==> config.mk <==
export PLATFORM = sky130hd
export DESIGN_NAME = y86_alu_flat
export DESIGN_NICKNAME = d
export VERILOG_FILES = /design/src/rtl/y86_alu_if.sv /design/src/rtl/y86_alu.sv /design/src/flat_wrapper.sv
export SDC_FILE = /design/constraint.sdc
export NUM_CORES = 1
export LEC_CHECK = 0
export CAP_MARGIN = 20
export CELL_PAD_IN_SITES_DETAIL_PLACEMENT = 1
export CELL_PAD_IN_SITES_GLOBAL_PLACEMENT = 2
export CORE_UTILIZATION = 30
export DETAILED_ROUTE_END_ITERATION = 8
export GPL_ROUTABILITY_DRIVEN = 0
export GPL_TIMING_DRIVEN = 0
export PLACE_DENSITY = 0.78
export SYNTH_ARGS = -nofsm -noshare
export SYNTH_HDL_FRONTEND = slang
export SYNTH_SLANG_ARGS = --single-unit
==> constraint.sdc <==
create_clock -name clk -period 41.2 [get_ports clk]
set_input_delay 6.18 -clock clk [delete_from_list [all_inputs] [get_ports clk]]
set_output_delay 6.18 -clock clk [all_outputs]
set_load 0.02 [all_outputs]
==> src/rtl/y86_alu_if.sv <==
// Execute-stage <-> ALU bus: operands and op select in, registered result/overflow out.
// Y86_ALU_CC_EN adds the zf/sf/of condition-code outputs.
interface y86_alu_if #(
  parameter int WIDTH = 64
);
  logic             in_valid;
  logic [WIDTH-1:0] a;
  logic [WIDTH-1:0] b;
  logic [1:0]       control;
  logic             out_valid;
  logic [WIDTH-1:0] result;
  logic             overflow;
`ifdef Y86_ALU_CC_EN
  logic             zf;
  logic             sf;
  logic             of;
`endif

`ifdef Y86_ALU_CC_EN
  modport master (
    output in_valid, a, b, control,
    input  out_valid, result, overflow, zf, sf, of
  );
  modport slave (
    input  in_valid, a, b, control,
    output out_valid, result, overflow, zf, sf, of
  );
`else
  modport master (
    output in_valid, a, b, control,
    input  out_valid, result, overflow
  );
  modport slave (
    input  in_valid, a, b, control,
    output out_valid, result, overflow
  );
`endif
endinterface

==> src/rtl/y86_alu.sv <==
// Registered Y86-64 ALU (ADD/SUB/AND/XOR) with signed overflow, one-cycle latency.
// Y86_ALU_CC_EN adds registered zf/sf/of condition codes.
module y86_alu #(
  parameter int WIDTH = 64
) (
  input logic       clk,
  input logic       rst,
  y86_alu_if.slave  bus
);
  typedef enum logic [1:0] {
    OP_ADD = 2'b00,
    OP_SUB = 2'b01,
    OP_AND = 2'b10,
    OP_XOR = 2'b11
  } alu_op_t;

  alu_op_t          op;
  logic [WIDTH-1:0] b_eff;
  logic [WIDTH-1:0] sum;
  logic [WIDTH-1:0] next_result;
  logic             next_overflow;
  logic             add_overflow;

  assign op = alu_op_t'(bus.control);

  // Subtraction reuses the adder chain as a + ~b + 1; carry-out is dropped.
  always_comb begin
    logic carry;
    b_eff = (op == OP_SUB) ? ~bus.b : bus.b;
    carry = (op == OP_SUB);
    sum   = '0;
    for (int i = 0; i < WIDTH; i++) begin
      sum[i] = bus.a[i] ^ b_eff[i] ^ carry;
      carry  = (bus.a[i] & b_eff[i]) | (carry & (bus.a[i] ^ b_eff[i]));
    end
  end

  // Same-sign addends producing an opposite-sign sum; b_eff covers the SUB case too.
  assign add_overflow = (bus.a[WIDTH-1] == b_eff[WIDTH-1]) &&
                        (sum[WIDTH-1] != bus.a[WIDTH-1]);

  always_comb begin
    next_result   = sum;
    next_overflow = 1'b0;
    unique case (op)
      OP_ADD, OP_SUB: begin
        next_result   = sum;
        next_overflow = add_overflow;
      end
      OP_AND: next_result = bus.a & bus.b;
      OP_XOR: next_result = bus.a ^ bus.b;
      default: begin
        next_result   = sum;
        next_overflow = 1'b0;
      end
    endcase
  end

  always_ff @(posedge clk) begin
    if (rst) begin
      bus.out_valid <= 1'b0;
      bus.result    <= '0;
      bus.overflow  <= 1'b0;
    end else begin
      bus.out_valid <= bus.in_valid;
      if (bus.in_valid) begin
        bus.result   <= next_result;
        bus.overflow <= next_overflow;
      end
    end
  end

`ifdef Y86_ALU_CC_EN
  always_ff @(posedge clk) begin
    if (rst) begin
      bus.zf <= 1'b0;
      bus.sf <= 1'b0;
      bus.of <= 1'b0;
    end else if (bus.in_valid) begin
      bus.zf <= (next_result == '0);
      bus.sf <= next_result[WIDTH-1];
      bus.of <= next_overflow;
    end
  end
`endif

endmodule

==> src/flat_wrapper.sv <==
// flat-port wrapper written by rule: the top's interface ports become plain ports
module y86_alu_flat 
#(
  parameter int WIDTH = 64
)
  (clk, rst, bus_in_valid, bus_a, bus_b, bus_control, bus_out_valid, bus_result, bus_overflow);
  y86_alu_if #(.WIDTH(WIDTH)) bus_i ();
  input logic clk;
  input logic rst;
  input wire logic [$bits(bus_i.in_valid)-1:0] bus_in_valid;
  input wire logic [$bits(bus_i.a)-1:0] bus_a;
  input wire logic [$bits(bus_i.b)-1:0] bus_b;
  input wire logic [$bits(bus_i.control)-1:0] bus_control;
  output wire logic [$bits(bus_i.out_valid)-1:0] bus_out_valid;
  output wire logic [$bits(bus_i.result)-1:0] bus_result;
  output wire logic [$bits(bus_i.overflow)-1:0] bus_overflow;
  assign bus_i.in_valid = bus_in_valid;
  assign bus_i.a = bus_a;
  assign bus_i.b = bus_b;
  assign bus_i.control = bus_control;
  assign bus_out_valid = bus_i.out_valid;
  assign bus_result = bus_i.result;
  assign bus_overflow = bus_i.overflow;
  y86_alu #(.WIDTH(WIDTH)) u_core (.clk(clk), .rst(rst), .bus(bus_i));
endmodule
* Word-level counts from Yosys, hierarchy flattened
Cells that the tools add are included.
** Word-level totals
- Register bits :: 66
- Output and inout port bits :: 66
- Input port bits :: 133
** Cells by class
- Reductions and logical operators :: 3
- Bitwise logic cells :: 320
- Mux-type cells :: 3
- Equal/unequal tests :: 5
** Operator list (count)
- $pmux 64 s3 :: 1
- $xor 1x1->1 :: 128
- $and 1x1->1 :: 126
- $and 64x64->64 :: 1
- $mux 64 :: 1
- $not 64->64 :: 1
- $xor 64x64->64 :: 1
- $or 1x1->1 :: 63
- $eq 2x2->1 const B :: 2
- $eq 2x1->1 const B :: 1
- $logic_not 2->1 :: 1
- $reduce_or 2->1 :: 1
- $eq 1x1->1 :: 1
- $logic_and 1x1->1 :: 1
- $mux 1 :: 1
- $ne 1x1->1 :: 1

* Logic depth before layout (Yosys ltp)
- Word-level depth :: 133
- Depth in mapped cells :: 72
- Depth with buffers taken out :: 69

* Worst setup path after synthesis
No wires, ideal clock.
- Kind :: input port to flip-flop
- Start point :: in bus_control[0]
- End point :: reg u_core.bus.overflow
- Library setup time :: 0.074 ns
- Path buffers :: 3
- Setup slack :: 7.702 ns
- Arrival time :: 33.424 ns
- Stages :: 71
- Data required time :: 41.126 ns
- Path through :: clkbuf_2 -> nor2b_1 -> buf_2 -> buf_2 -> mux2i_1 -> fa_1 -> fa_1 -> fa_1 -> fa_1 -> fa_1 -> fa_1 -> fa_1 -> fa_1 -> fa_1 -> fa_1 -> fa_1 -> fa_1 -> fa_1 -> (+35 left out) -> fa_1 -> fa_1 -> fa_1 -> fa_1 -> fa_1 -> fa_1 -> fa_1 -> fa_1 -> fa_1 -> fa_1 -> fa_1 -> fa_1 -> inv_1 -> fa_1 -> inv_1 -> fa_1 -> or4b_1 -> a31oi_1
** On the way
- Word-level cells in the longest chain between the ends :: 133
- Elaborated cells between the ends (all ways) :: 262
- Classes of those cells :: eq/ne (3); mux (2); bitwise (254); reduce/logical (3)
** Ends and longest elaborated chain
- start, declared :: RTL line flat_wrapper.sv:13 : input wire logic [$bits(bus_i.control)-1:0] bus_control;
- $eq 2x1->1 :: RTL line y86_alu.sv:29, y86_alu.sv:30, y86_alu.sv:45
- $mux 64 :: RTL line y86_alu.sv:29 : b_eff = (op == OP_SUB) ? ~bus.b : bus.b;
- $xor 1x1->1 :: RTL line y86_alu.sv:34 : carry = (bus.a[i] & b_eff[i]) | (carry & (bus.a[i] ^ b_eff[i]));
- $and 1x1->1 :: RTL line y86_alu.sv:34
- $or 1x1->1 :: RTL line y86_alu.sv:34
- $and 1x1->1 :: RTL line y86_alu.sv:34
- $or 1x1->1 :: RTL line y86_alu.sv:34
- $and 1x1->1 :: RTL line y86_alu.sv:34
- (+117 left out)
- $and 1x1->1 :: RTL line y86_alu.sv:34
- $or 1x1->1 :: RTL line y86_alu.sv:34
- $and 1x1->1 :: RTL line y86_alu.sv:34
- $or 1x1->1 :: RTL line y86_alu.sv:34
- $xor 1x1->1 :: RTL line y86_alu.sv:33 : sum[i] = bus.a[i] ^ b_eff[i] ^ carry;
- $ne 1x1->1 :: RTL line y86_alu.sv:40 : (sum[WIDTH-1] != bus.a[WIDTH-1]);
- $logic_and 1x1->1 :: RTL line y86_alu.sv:39 : assign add_overflow = (bus.a[WIDTH-1] == b_eff[WIDTH-1]) &&
- $mux 1 (*) :: RTL line y86_alu.sv:45 : unique case (op)
- end signal, assigned :: RTL line y86_alu.sv:68 : bus.overflow <= next_overflow;
- end, declared :: RTL line y86_alu_if.sv:35 : output out_valid, result, overflow
Every way passes the cells marked *; elsewhere a longest branch is shown, timed or not.
A chain may end at the register's enable or synchronous reset.

* Final worst setup path
Ends and elaborated chain as after synthesis.

==> impl_metrics.csv <==
group,metric,value,unit
cts,clkTransAtPathRegs,0.06,ns
floorplanning,die-area,22900,um2
critical_path,reg2reg_slack,40.09,ns
sta,fin_ws,6.29,ns
grt,grt_pass1_vias,6046,
sta,whs,0.495,ns
placement,dpl.hpwl,16900,um
grt,antenna_found_initial,1,
sta,min_period,34.91,ns
floorplanning,die_w,151,um
routing,vias,5389,
routing,antenna_left,0,
layout,stdcell_count,1122,
critical_path,r2r_cells,3,
grt,grt.total_usage,18.8,%
critical_path,r2r_end,"u_core.bus.result[63]",
sta,clock_skew,0,ns
synth,synth_fp_nets,890,
synth,synth_cell_types,27,
placement,dpl.cell_count,1106,
synth,yosysSeqAreaShare,19.7,%
grt,grt_overflow,0,
synth,syn_inst,631,
sta,relSlewSlack,47.3,%
routing,drt_iter0_markers,105,
sta,setup_viol,0,
synth,synth_area_per_cell,10.6,um2
layout,areaGrowthSynthToFinish,38.4,%
critical_path,cp_common_cell,"fa_1",
sta,max_freq,28.6,MHz
layout,design_area,9260,um2
placement,pre_cts_slack,5.75,ns
cts,cts_tree,"done",
pwr,leakagePower,4.40,nW
worst_hold_path,hold_end,"u_core.bus.result[61]",
pwr,irDropWorstVdd,0.0000155,V
floorplanning,ios,199,
cts,ctsHoldBuffers,0,
floorplanning,std_cell_rows,54,
routing,drc,0,
critical_path,crit_required,41.46,ns
placement,dpl_cell_area,8990,um2
synth,synth-warning-count,0,
floorplanning,die_y,151,um
layout,num-nets-final,1096,
sta,rsz0062_at_grt,"false",
critical_path,cpPeakStageDelay,0.50,ns
routing,drt_wl_total,21000,um
cts,root_buffer,"clkbuf_16",
job,drv_cap,0,
sta,slew_violations,0,
routing,viasPerCell,4.80,
cts,cts_buffers,9,
routing,drtPass1Iterations,4,
pwr,power,0.259,mW
synth,netlist_area,6690,um2
layout,antenna_cells,0,
floorplanning,core-area,21800,um2
routing,wire_per_inst,18.7,um
status,outcome,"finished, final reports clean",
cts,cts_htree_levels,3,
grt,grt_max_degree,12,
critical_path,reg2reg_from,"u_core.bus.result[63]",
critical_path,cpMaxStageDelayCell,"or4b_1",
cts,cts_resized,0,
sta,tightest_slew,0.788,ns
critical_path,path_class,"in -> reg",
pwr,power.density,28.0,nW/um2
cts,clk_latency,0.34,ns
worst_hold_path,min_from,"u_core.bus.result[61]",
floorplanning,start_util,30.7,%
worst_hold_path,hp-class,"reg -> reg",
critical_path,critical_path_peak_fanout,10,
layout,finish.utilization,42.4,%
critical_path,cp-start-kind,"input port",
sta,setup_tns,0,ns
critical_path,endpoint_kind,"register",
placement,port_buffers,195,
sta,finalCritPeriodShare,84.7,%
sta,hold_viol_final,0,
cts,cts.sinks,66,
critical_path,cp.arrival,35.17,ns
layout,layout-drive-gt1-share,4.99,%
cts,clock_path_buffers,2,
grt,grt_pass1_wl,32100,um
worst_hold_path,whs_path_depth,2,
cts,cts_setup_buffers,0,
synth,ys_seq_elements,66,
## worst max-delay path by stage
stage	start	depth (start not counted)	end
2_1_floorplan	bus_control[0]	71	u_core.bus.overflow
3_3_place_gp	bus_control[0]	71	u_core.bus.overflow
3_5_place_dp	bus_control[0]	71	u_core.bus.overflow
4_1_cts	bus_control[0]	71	u_core.bus.overflow
5_1_grt	bus_control[0]	72	u_core.bus.result[63]
6_report	bus_control[0]	71	u_core.bus.overflow
## layout by cell type, fill, tap and decap left out, types with 2 or more instances in the layout
master / n
xnor2_1: 63
fa_1: 62
inv_1: 65
nor3b_1: 61
buf_1: 2
o21ai_0: 2
clkdlybuf4s50_1: 195
buf_4: 12
clkbuf_16: 9
dfxtp_1: 66
nor2b_1: 2
clkinv_2: 3
nand2_1: 2
buf_2: 14
ha_1: 64
nor2_1: 2
clkbuf_1: 17
mux2i_1: 125
xor2_1: 2
a21o_1: 62
## power breakdown
| part | internal [mW] | switching [mW] | leakage (nW) |
|---|---|---|---|
| sequential | 0.0710 | 0.00403 | 0.543 |
| combinational | 0.0584 | 0.0542 | 3.73 |
| clock | 0.0406 | 0.0307 | 0.129 |
| total | 0.170 | 0.0890 | 4.40 |
## routing by layer
metal  routed length [um]  GRT usage [%]  vias up  share of wire, %
met1                 8920           22.3     2705                43
li1                     -              -     2555                 -
met5                    0              0        -                 0
met3                 1130           3.73       17               5.4
met2                10700           33.9      112                51
met4                  250           5.10        0               1.2
## cell families after synthesis
group,share of synthesized area [%]
compound gates,7.71
flops,19.7
buf+inv,7.07
mux,18.7
xor+xnor,8.51
simple gates,7.74
fa+ha+maj,30.5
## worst max-delay path: cells and delay by family
| family | cells | cell delay, ns |
|---|---|---|
| adder cells (fa/ha/maj) | 62 | 27.10 |
| multiplexers | 1 | 0.19 |
| AND/OR/NAND/NOR | 2 | 0.62 |
| buffers and inverters | 5 | 0.90 |
| AO/OA/AOI/OAI | 1 | 0.18 |
## sequential cells by signal, indices dropped and copies added (netlist names)
signal                cells
u_core.bus.result        64
u_core.bus.overflow       1
u_core.bus.out_valid      1
## area by class of cell
| cell class | instances | area (um2) |
|---|---|---|
| clock inverter | 5 | 31.3 |
| buffer | 44 | 229 |
| clock buffer | 11 | 233 |
| inverter | 65 | 244 |
| sequential | 66 | 1320 |
| multi-input combinational | 456 | 4900 |
| fill | 2452 | 12600 |
| timing repair buffer | 195 | 1950 |
| tap | 280 | 350 |
## synth_stat cells (all sizes together)
master	count	area share [%]
dfxtp	66	20
ha	64	12
or3b	1	0.13
nand4	1	0.094
nor3b	61	6.8
xor2	2	0.26
clkbuf	16	0.92
nor2	2	0.11
nand2	2	0.11
buf	28	2.5
o21ai	2	0.15
o41a	1	0.17
xnor2	63	8.2
fa	62	19
or4b	1	0.15
o41ai	1	0.13
a21oi	1	0.075
a311oi	1	0.13
inv	65	3.6
a21o	62	7.0
mux2i	125	19
a31oi	1	0.094
nand3b	1	0.11
nor2b	2	0.19
Note: power is estimated with default switching activity, not from simulation.
